## src/rtl/seq1010_pkg.sv

```systemverilog
// Shared encodings for the word-level "1010" scan controller and its serial detector.
package seq1010_pkg;

    typedef enum logic [1:0] {
        ST_IDLE   = 2'd0,
        ST_SHIFT  = 2'd1,
        ST_DRAIN  = 2'd2,
        ST_REPORT = 2'd3
    } ctrl_state_e;

    typedef enum logic [2:0] {
        S0 = 3'd0,
        S1 = 3'd1,
        S2 = 3'd2,
        S3 = 3'd3,
        S4 = 3'd4
    } det_state_e;

endpackage

```

## src/rtl/seq1010_scan_ctrl_if.sv

```systemverilog
// Producer/consumer handshake bundle for seq1010_scan_ctrl.
interface seq1010_scan_ctrl_if #(
    parameter int W = 8
);
    localparam int CNT_W = $clog2(W / 2 + 1);

    logic             in_valid;
    logic             in_ready;
    logic [W-1:0]     in_data;
    logic             overlap;
    logic             carry;
    logic             out_valid;
    logic             out_ready;
    logic [CNT_W-1:0] out_count;
    logic             busy;

    modport master (
        output in_valid, in_data, overlap, carry, out_ready,
        input  in_ready, out_valid, out_count, busy
    );

    modport slave (
        input  in_valid, in_data, overlap, carry, out_ready,
        output in_ready, out_valid, out_count, busy
    );
endinterface

```

## src/rtl/seq1010_det.sv

```systemverilog
// Serial Moore "1010" detector with selectable overlap and a registered hit pulse.
module seq1010_det
    import seq1010_pkg::*;
(
    input  logic clk,
    input  logic rst_n,
    input  logic clr,
    input  logic en,
    input  logic x,
    input  logic overlap,
    output logic hit
);
    det_state_e state_q, state_d;
    logic       hit_q, hit_d;

    always_comb begin
        state_d = state_q;
        if (clr) begin
            state_d = S0;
        end else if (en) begin
            case (state_q)
                S0:      state_d = x ? S1 : S0;
                S1:      state_d = x ? S1 : S2;
                S2:      state_d = x ? S3 : S0;
                S3:      state_d = x ? S1 : S4;
                S4:      state_d = x ? (overlap ? S3 : S1) : S0;
                default: state_d = S0;
            endcase
        end
        // Only an enabled step into S4 fires; idling in S4 stays silent.
        hit_d = en && !clr && (state_d == S4);
    end

    always_ff @(posedge clk) begin
        if (!rst_n) begin
            state_q <= S0;
            hit_q   <= 1'b0;
        end else begin
            state_q <= state_d;
            hit_q   <= hit_d;
        end
    end

    assign hit = hit_q;
endmodule

```

## src/rtl/seq1010_scan_ctrl.sv

```systemverilog
// Accepts a word, shifts it MSB-first through seq1010_det and returns the hit count.
module seq1010_scan_ctrl
    import seq1010_pkg::*;
#(
    parameter int W = 8
) (
    input  logic               clk,
    input  logic               rst_n,
    seq1010_scan_ctrl_if.slave bus
);
    localparam int CNT_W = $clog2(W / 2 + 1);
    localparam int IDX_W = $clog2(W);

    ctrl_state_e      state_q, state_d;
    logic [W-1:0]     shift_q, shift_d;
    logic [IDX_W-1:0] idx_q, idx_d;
    logic [CNT_W-1:0] cnt_q, cnt_d;
    logic [CNT_W-1:0] out_count_q, out_count_d;
    logic             overlap_q, overlap_d;
    logic             carry_q, carry_d;
    logic             in_ready_q, in_ready_d;
    logic             out_valid_q, out_valid_d;
    logic             busy_q, busy_d;
    logic             det_clr, det_en, det_hit;

    // Clear is combinational on the accept edge so the first bit already sees S0.
    assign det_clr = (state_q == ST_IDLE) && bus.in_valid && !carry_d;
    assign det_en  = (state_q == ST_SHIFT);

    seq1010_det u_det (
        .clk     (clk),
        .rst_n   (rst_n),
        .clr     (det_clr),
        .en      (det_en),
        .x       (shift_q[W-1]),
        .overlap (overlap_q),
        .hit     (det_hit)
    );

    always_comb begin
        state_d     = state_q;
        shift_d     = shift_q;
        idx_d       = idx_q;
        cnt_d       = cnt_q;
        out_count_d = out_count_q;
        overlap_d   = overlap_q;
        carry_d     = carry_q;
        case (state_q)
            ST_IDLE: begin
                if (bus.in_valid) begin
                    shift_d   = bus.in_data;
                    overlap_d = bus.overlap;
                    carry_d   = bus.carry;
                    idx_d     = IDX_W'(W - 1);
                    cnt_d     = '0;
                    state_d   = ST_SHIFT;
                end
            end
            ST_SHIFT: begin
                shift_d = {shift_q[W-2:0], 1'b0};
                idx_d   = idx_q - 1'b1;
                if (det_hit) cnt_d = cnt_q + 1'b1;
                if (idx_q == '0) state_d = ST_DRAIN;
            end
            ST_DRAIN: begin
                // The last bit's hit lands here; latch the count including it.
                if (det_hit) cnt_d = cnt_q + 1'b1;
                out_count_d = cnt_d;
                state_d     = ST_REPORT;
            end
            ST_REPORT: begin
                if (bus.out_ready) state_d = ST_IDLE;
            end
            default: state_d = ST_IDLE;
        endcase
        in_ready_d  = (state_d == ST_IDLE);
        out_valid_d = (state_d == ST_REPORT);
        busy_d      = (state_d != ST_IDLE);
    end

    always_ff @(posedge clk) begin
        if (!rst_n) begin
            state_q     <= ST_IDLE;
            shift_q     <= '0;
            idx_q       <= '0;
            cnt_q       <= '0;
            out_count_q <= '0;
            overlap_q   <= 1'b0;
            carry_q     <= 1'b0;
            in_ready_q  <= 1'b1;
            out_valid_q <= 1'b0;
            busy_q      <= 1'b0;
        end else begin
            state_q     <= state_d;
            shift_q     <= shift_d;
            idx_q       <= idx_d;
            cnt_q       <= cnt_d;
            out_count_q <= out_count_d;
            overlap_q   <= overlap_d;
            carry_q     <= carry_d;
            in_ready_q  <= in_ready_d;
            out_valid_q <= out_valid_d;
            busy_q      <= busy_d;
        end
    end

    // in_ready is forced low during reset; the flop itself resets to the IDLE value.
    assign bus.in_ready  = in_ready_q && rst_n;
    assign bus.out_valid = out_valid_q;
    assign bus.out_count = out_count_q;
    assign bus.busy      = busy_q;
endmodule

```

## src/flat_wrapper.sv

```systemverilog
// flat-port wrapper written by rule: the top's interface ports become plain ports
module seq1010_scan_ctrl_flat import seq1010_pkg::*;
#(
    parameter int W = 8
)
  (clk, rst_n, bus_in_valid, bus_in_data, bus_overlap, bus_carry, bus_out_ready, bus_in_ready, bus_out_valid, bus_out_count, bus_busy);
  seq1010_scan_ctrl_if #(.W(W)) bus_i ();
  input  logic clk;
  input  logic rst_n;
  input wire logic [$bits(bus_i.in_valid)-1:0] bus_in_valid;
  input wire logic [$bits(bus_i.in_data)-1:0] bus_in_data;
  input wire logic [$bits(bus_i.overlap)-1:0] bus_overlap;
  input wire logic [$bits(bus_i.carry)-1:0] bus_carry;
  input wire logic [$bits(bus_i.out_ready)-1:0] bus_out_ready;
  output wire logic [$bits(bus_i.in_ready)-1:0] bus_in_ready;
  output wire logic [$bits(bus_i.out_valid)-1:0] bus_out_valid;
  output wire logic [$bits(bus_i.out_count)-1:0] bus_out_count;
  output wire logic [$bits(bus_i.busy)-1:0] bus_busy;
  assign bus_i.in_valid = bus_in_valid;
  assign bus_i.in_data = bus_in_data;
  assign bus_i.overlap = bus_overlap;
  assign bus_i.carry = bus_carry;
  assign bus_i.out_ready = bus_out_ready;
  assign bus_in_ready = bus_i.in_ready;
  assign bus_out_valid = bus_i.out_valid;
  assign bus_out_count = bus_i.out_count;
  assign bus_busy = bus_i.busy;
  seq1010_scan_ctrl #(.W(W)) u_core (.clk(clk), .rst_n(rst_n), .bus(bus_i));
endmodule
```

## config.mk

```make
export PLATFORM = sky130hd
export DESIGN_NAME = seq1010_scan_ctrl_flat
export DESIGN_NICKNAME = d
export VERILOG_FILES = /design/src/rtl/seq1010_pkg.sv /design/src/rtl/seq1010_scan_ctrl_if.sv /design/src/rtl/seq1010_det.sv /design/src/rtl/seq1010_scan_ctrl.sv /design/src/flat_wrapper.sv
export SDC_FILE = /design/constraint.sdc
export NUM_CORES = 1
export LEC_CHECK = 0
export ABC_AREA = 1
export CAP_MARGIN = 20
export CORE_UTILIZATION = 40
export CTS_CLUSTER_SIZE = 25
export DETAILED_ROUTE_END_ITERATION = 12
export HOLD_SLACK_MARGIN = 0.15
export PLACE_DENSITY = 0.7
export SYNTH_ARGS = -nofsm -noshare
export SYNTH_HDL_FRONTEND = slang
export SYNTH_HIERARCHICAL = 1
export SYNTH_SLANG_ARGS = --single-unit
```

## constraint.sdc

```tcl
create_clock -name clk -period 1.55 [get_ports clk]
set_clock_uncertainty 0.1 [all_clocks]
set_input_delay 0.31 -clock clk [delete_from_list [all_inputs] [get_ports clk]]
set_output_delay 0.31 -clock clk [all_outputs]
set_load 0.02 [all_outputs]
```

Word level (Yosys, flattened, before mapping)
Cells that the tools add are included.
{"block": "totals", "ff_bits": 28, "word_cells": 64}
{"block": "classes", "eq_ne": 10, "add_sub_neg": 2, "n_reduce_logical": 18, "mux": 22}
{"op": "$mux W3", "n": 6}
{"op": "$pmux W8 S2", "n": 1}
{"op": "$pmux W3 S5", "n": 1}
{"op": "$mux W2", "n": 7}
{"op": "$pmux W3 S2", "n": 2}
{"op": "$mux W8", "n": 1}
{"op": "$pmux W2 S4", "n": 1}
{"op": "$eq A2 B2 Y1 const B", "n": 3}
{"op": "$eq A3 B2 Y1 const B", "n": 2}
{"op": "$eq A3 B3 Y1 const B", "n": 2}
{"op": "$logic_not A3 Y1", "n": 2}
{"op": "$reduce_and A2 Y1", "n": 3}
{"op": "$reduce_bool A2 Y1", "n": 3}
{"op": "$logic_and A1 B1 Y1", "n": 5}
{"op": "$logic_not A2 Y1", "n": 2}
{"op": "$add A3 B1 Y3 const B", "n": 1}
{"op": "$eq A3 B1 Y1 const B", "n": 1}
{"op": "$mux W1", "n": 3}
{"op": "$sub A3 B1 Y3 const B", "n": 1}
{"op": "$eq A2 B1 Y1 const B", "n": 1}
{"op": "$logic_not A1 Y1", "n": 2}
{"op": "$ne A2 B2 Y1 const B", "n": 1}
{"op": "$reduce_or A2 Y1", "n": 1}

Longest topological paths before layout
{"block": "logic_depth", "word_depth": 7, "ltp_mapped": 11, "ltp_nobuf": 11}

Cells and area by module
The synthesis kept the hierarchy.
{"module": "seq1010_scan_ctrl", "area_each_um2": 1118.6, "n_inst": 1, "cells_each": 143}
{"module": "seq1010_det", "area_each_um2": 211.5, "n_inst": 1, "cells_each": 34}

Least setup slack after synthesis
No wires, ideal clock.
{"block": "synth_path", "path_kind": "reg-to-reg", "start": "register u_core.state_q[1]", "end": "register u_core.shift_q[1]", "required_ps": 1330, "stages_incl_launch_ff": 6, "n_path_buf": 1, "setup_time_ps": 120, "arrival_time_ps": 1210, "period_less_slack_ps": 1430, "path_slack_ps": 120, "cell_sequence": "dfxtp_1 inv_1 ha_1 clkbuf_4 mux2i_1 a21oi_1"}
{"block": "synth_via", "elab_chain_cells": 3, "word_cells_on_any_way": 6}
{"item": "from (decl)", "line": "seq1010_scan_ctrl.sv:14", "text": "ctrl_state_e state_q, state_d;"}
{"item": "from (signal assigned)", "line": "seq1010_scan_ctrl.sv:94", "text": "state_q <= state_d;"}
{"item": "$eq A2 B1 Y1 *"}
{"item": "named net u_core.det_en", "line": "seq1010_scan_ctrl.sv:24", "text": "logic det_clr, det_en, det_hit;"}
{"item": "$reduce_bool A2 Y1 (no line)"}
{"item": "$reduce_and A2 Y1 (no line)"}
{"item": "to (signal assigned)", "line": "seq1010_scan_ctrl.sv:95", "text": "shift_q <= shift_d;"}
{"item": "to (decl)", "line": "seq1010_scan_ctrl.sv:15", "text": "logic [W-1:0] shift_q, shift_d;"}
Mark *: on every way through the listed nets, which the timed path passes. The rest lies on a longest branch.
A chain may end at the register's enable or synchronous reset.

Worst setup path in the final report
{"block": "layout_path", "start": "input rst_n", "end": "output bus_in_ready"}
{"block": "layout_via", "elab_chain_cells": 1}
{"item": "from (decl)", "line": "flat_wrapper.sv:9", "text": "input logic rst_n;"}
{"item": "$logic_and A1 B1 Y1", "line": "seq1010_scan_ctrl.sv:108", "text": "assign bus.in_ready = in_ready_q && rst_n;"}
{"item": "to (decl)", "line": "flat_wrapper.sv:15", "text": "output wire logic [$bits(bus_i.in_ready)-1:0] bus_in_ready;"}
No other way between the ends.

==> summary.md <==
| Metric | Value |
|---|---|
| Tcrit/Tclk final | `around 95%` |
| Post-synthesis sequential area ratio | `40.6%` |
| Crit-path max FO | `2` |
| Total negative slack | `0 ps` |
| Clk sinks | `27` |
| Fin crit period | `approximately 1500 ps` |
| Avg WL per Cell | `9.36 um` |
| H-tree Lvls | `1` |
| Root buffer cell | `clkbuf_4` |
| Vias per inst | `between 4 and 5` |
| CORE AREA | `between 3000 and 4000 sq um` |
| Initial antenna violation count | `0` |
| Logic gate share of total power | `between 40% and 50%` |
| Area growth, synth to finish | `27.0%` |
| DRT antenna net count | `0` |
| Met3 wire len | `between 70 and 80 um` |
| Final cell count without fillers | `approximately 250` |
| Clock power share | `around 14%` |
| WL final | `roughly 2400 um` |
| CP Launch Type | `primary input` |
| Crit path DAT | `between 1000 and 1500 ps` |
| CTS tree | `done` |
| CTS Buffer Depth | `2` |
| Avg Inst Size Synth | `roughly 7.5 sq um` |
| Flop pwr share | `42.1%` |
| Port Buf Inserts | `19` |
| Headroom to the max-slew limit | `a little over four fifths` |
| Hold Violations, Final | `0` |
| Max Cap Viol | `0` |
| Synthesized Nets | `between 150 and 200` |
| Share of Yosys cell area claimed by the top area cell type | `approximately two fifths` |
| FP Rows | `20` |
| Cells after DPL | `around 250` |
| Synth Register Bits | `27` |
| Io pins | `20` |
| Hold Path Class | `reg2reg` |
| Chip Width | `59.7 um` |
| Highest Signal Layer | `met4` |
| Initial DRT Pass Iterations | `4` |
| Die ar. | `between 3000 and 4000 sq um` |
| Critical path capture point type | `primary output` |
| Net switching power | `about 0.79 mW` |
| Switch share | `a little under two fifths` |
| DRC Markers | `0` |
| M1 WL | `roughly 1200 um` |
| Fmax | `between 0.6 and 0.7 GHz` |
| Peak VDD IR | `~0.9 mV` |
| Commonest non-fill, non-tap cells in the layout | `nand2_1 (29), inv_1 (28), dfxtp_1 (26)` |
| Setup CP Type | `in2out` |
| Ys Warns | `6` |
| Cell Area, Synth | `between 1000 and 1500 sq um` |
| Pwr dens | `1280 nW/um^2` |
| Yosys cell types | `20` |
| Layout cells sized above 1 | `between 10% and 20%` |
| Cell Int Power | `1.37 mW` |
| CP max-delay cell | `clkdlybuf4s50_1` |
| Slew @ Worst Pin | `~250 ps` |
| Initial Util | `42.9%` |
| RSZ-0062 raised after global routing | `no` |
| Slew Limit Fails | `0` |
| DR WL met2 | `roughly 1000 um` |
| Final setup viols | `0` |
| Ranking of synthesized cells by area | `dfxtp_1 (41%), nand2_1 (8.7%), inv_1 (7.9%), ha_1 (7.5%), mux2i_1 (5.3%)` |
| Hold buffer count at cts | `0` |
| Clock Pin Slew Worst Setup and Hold Paths | `between 100 and 150 ps` |
| CP delay by family, top | `buffers and inverters` |
| First-pass GRT wire length | `approximately 4400 um` |
| N_diodes | `0` |
| Post-Syn Instances | `around 180` |
| Fin util | `between 50% and 60%` |
| Total gr overflow | `0` |
| Number of nets in the layout | `approximately 230` |
| Initial DRC Count | `17` |
| Commonest non-fill, non-tap cell in the layout | `nand2_1` |
| Largest stage delay on the critical path | `~480 ps` |
| Status | `completed` |
| Largest net degree at the start of global routing | `18` |
| Clock latency at the later pin of the worst-skew pair | `320 ps` |
| CP Buf/Inv Count | `3` |
| Worst-path cell chain | `clkdlybuf4s50_1, nand2_1, inv_1, buf_2` |
| Largest area contributor in the netlist | `dfxtp_1` |
| Die Span Y | `around 60 um` |
| Gr usage total | `15.9%` |
| Total clock buffers created by CTS | `3` |
| Vias in the first global route | `~1100` |
| Final GP Congestion | `a little under 0.9` |
| Leak pwr | `a little over 0.8 nW` |
| Via count | `~1200` |
| Required time of the critical path | `about 1100 ps` |
| DPL Wire Length | `1790 um` |
sequential cells by signal, summed over array words and instances, names as in the netlist:
| register | cells |
|---|---|
| u_core/in_ready_q | 1 |
| u_core/cnt_q | 3 |
| u_core/idx_q | 3 |
| u_core/u_det/state_q | 3 |
| u_core/bus.out_valid | 1 |
| u_core/state_q | 2 |
| u_core/overlap_q | 1 |
| u_core/bus.busy | 1 |
| u_core/u_det/hit | 1 |
| u_core/shift_q | 8 |
| u_core/bus.out_count | 3 |
cells in the mapped netlist, drive strengths merged:
| master | number |
|---|---|
| a21oi | 16 |
| clkbuf | 1 |
| nand3 | 11 |
| a31oi | 3 |
| nand2 | 33 |
| xor2 | 2 |
| nand3b | 1 |
| inv | 31 |
| mux2i | 7 |
| o21ai | 19 |
| ha | 8 |
| nor2 | 14 |
| buf | 3 |
| dfxtp | 27 |
| o21a | 1 |
logic make-up (layout without fill, tap and decap cells):
logic type / Yosys count / in the layout / share of synthesized area [%]
AO/OA/AOI/OAI: 39 / 39 / 16.0
XOR/XNOR: 2 / 2 / 1.32
adder cells (fa/ha/maj): 8 / 8 / 7.53
buffers and inverters: 35 / 67 / 10.9
flip-flops: 27 / 27 / 40.6
multiplexers: 7 / 7 / 5.27
AND/OR/NAND/NOR: 59 / 59 / 18.3
worst reg2reg max path: stages, from the launching register on:
cell and delay (ps):
dfxtp_2 350, inv_1 40, ha_1 190, ha_2 180, o21ai_2 130, nand3_1 100, nand2_2 90, nand2_1 60
nand2_2 70, nand2_1 50
power groups by stage:
stage               Sequential [mW]  Clock [mW]  Combinational [mW]
floorplan                     0.942           0               0.622
detailed placement            0.927           0               0.931
CTS                           0.912       0.319               0.917
global route                  0.930       0.347                1.07
finish                        0.909       0.302               0.948
global placement              0.925           0               0.919
worst paths after layout:
check | slack [ps] | cells after the start | endpoint | from
max reg2reg | 100 | 9 | u_core/bus.busy$_SDFF_PN0_ | u_core/idx_q[0]$_SDFFE_PN0P_
min | 400 | 2 | u_core/shift_q[0]$_SDFFE_PN0P_ | u_core/shift_q[0]$_SDFFE_PN0P_
max | 70 | 4 | bus_in_ready | rst_n
min reg2reg | 400 | 2 | u_core/shift_q[0]$_SDFFE_PN0P_ | u_core/shift_q[0]$_SDFFE_PN0P_
metal layers:
layer / up-vias / track usage (%)
met4: 0 / 1.99
met1: 501 / 20.6
met2: 15 / 27.0
met5: - / 0
li1: 632 / -
met3: 2 / 4.55
timing repair:
action                                  CTS  global route
cloned                                    0             0
buffers inserted                          0             1
pin swaps                                 0             3
gates resized for setup                  10             6
endpoints found under the setup margin    7             6
stage by stage:
stage               area (sq um)  total power [mW]  setup slack (ps)  hold slack, ps
finish                      1690              2.16              74.1             396
global placement            1650              1.84              -361             350
CTS                         1670              2.15              25.9             349
detailed placement          1650              1.86              -361             361
floorplan                   1330              1.56               120             337
global route                1690              2.35              2.89             421
layout make-up:
class	count	area (sq um)
clock buffers	4	26.3
repair buffers	32	289
well taps	44	55.1
fillers	335	1410
multi-input cells	115	661
inverters	31	116
flip-flops and latches	27	542
(Power assumes the default switching activity.)
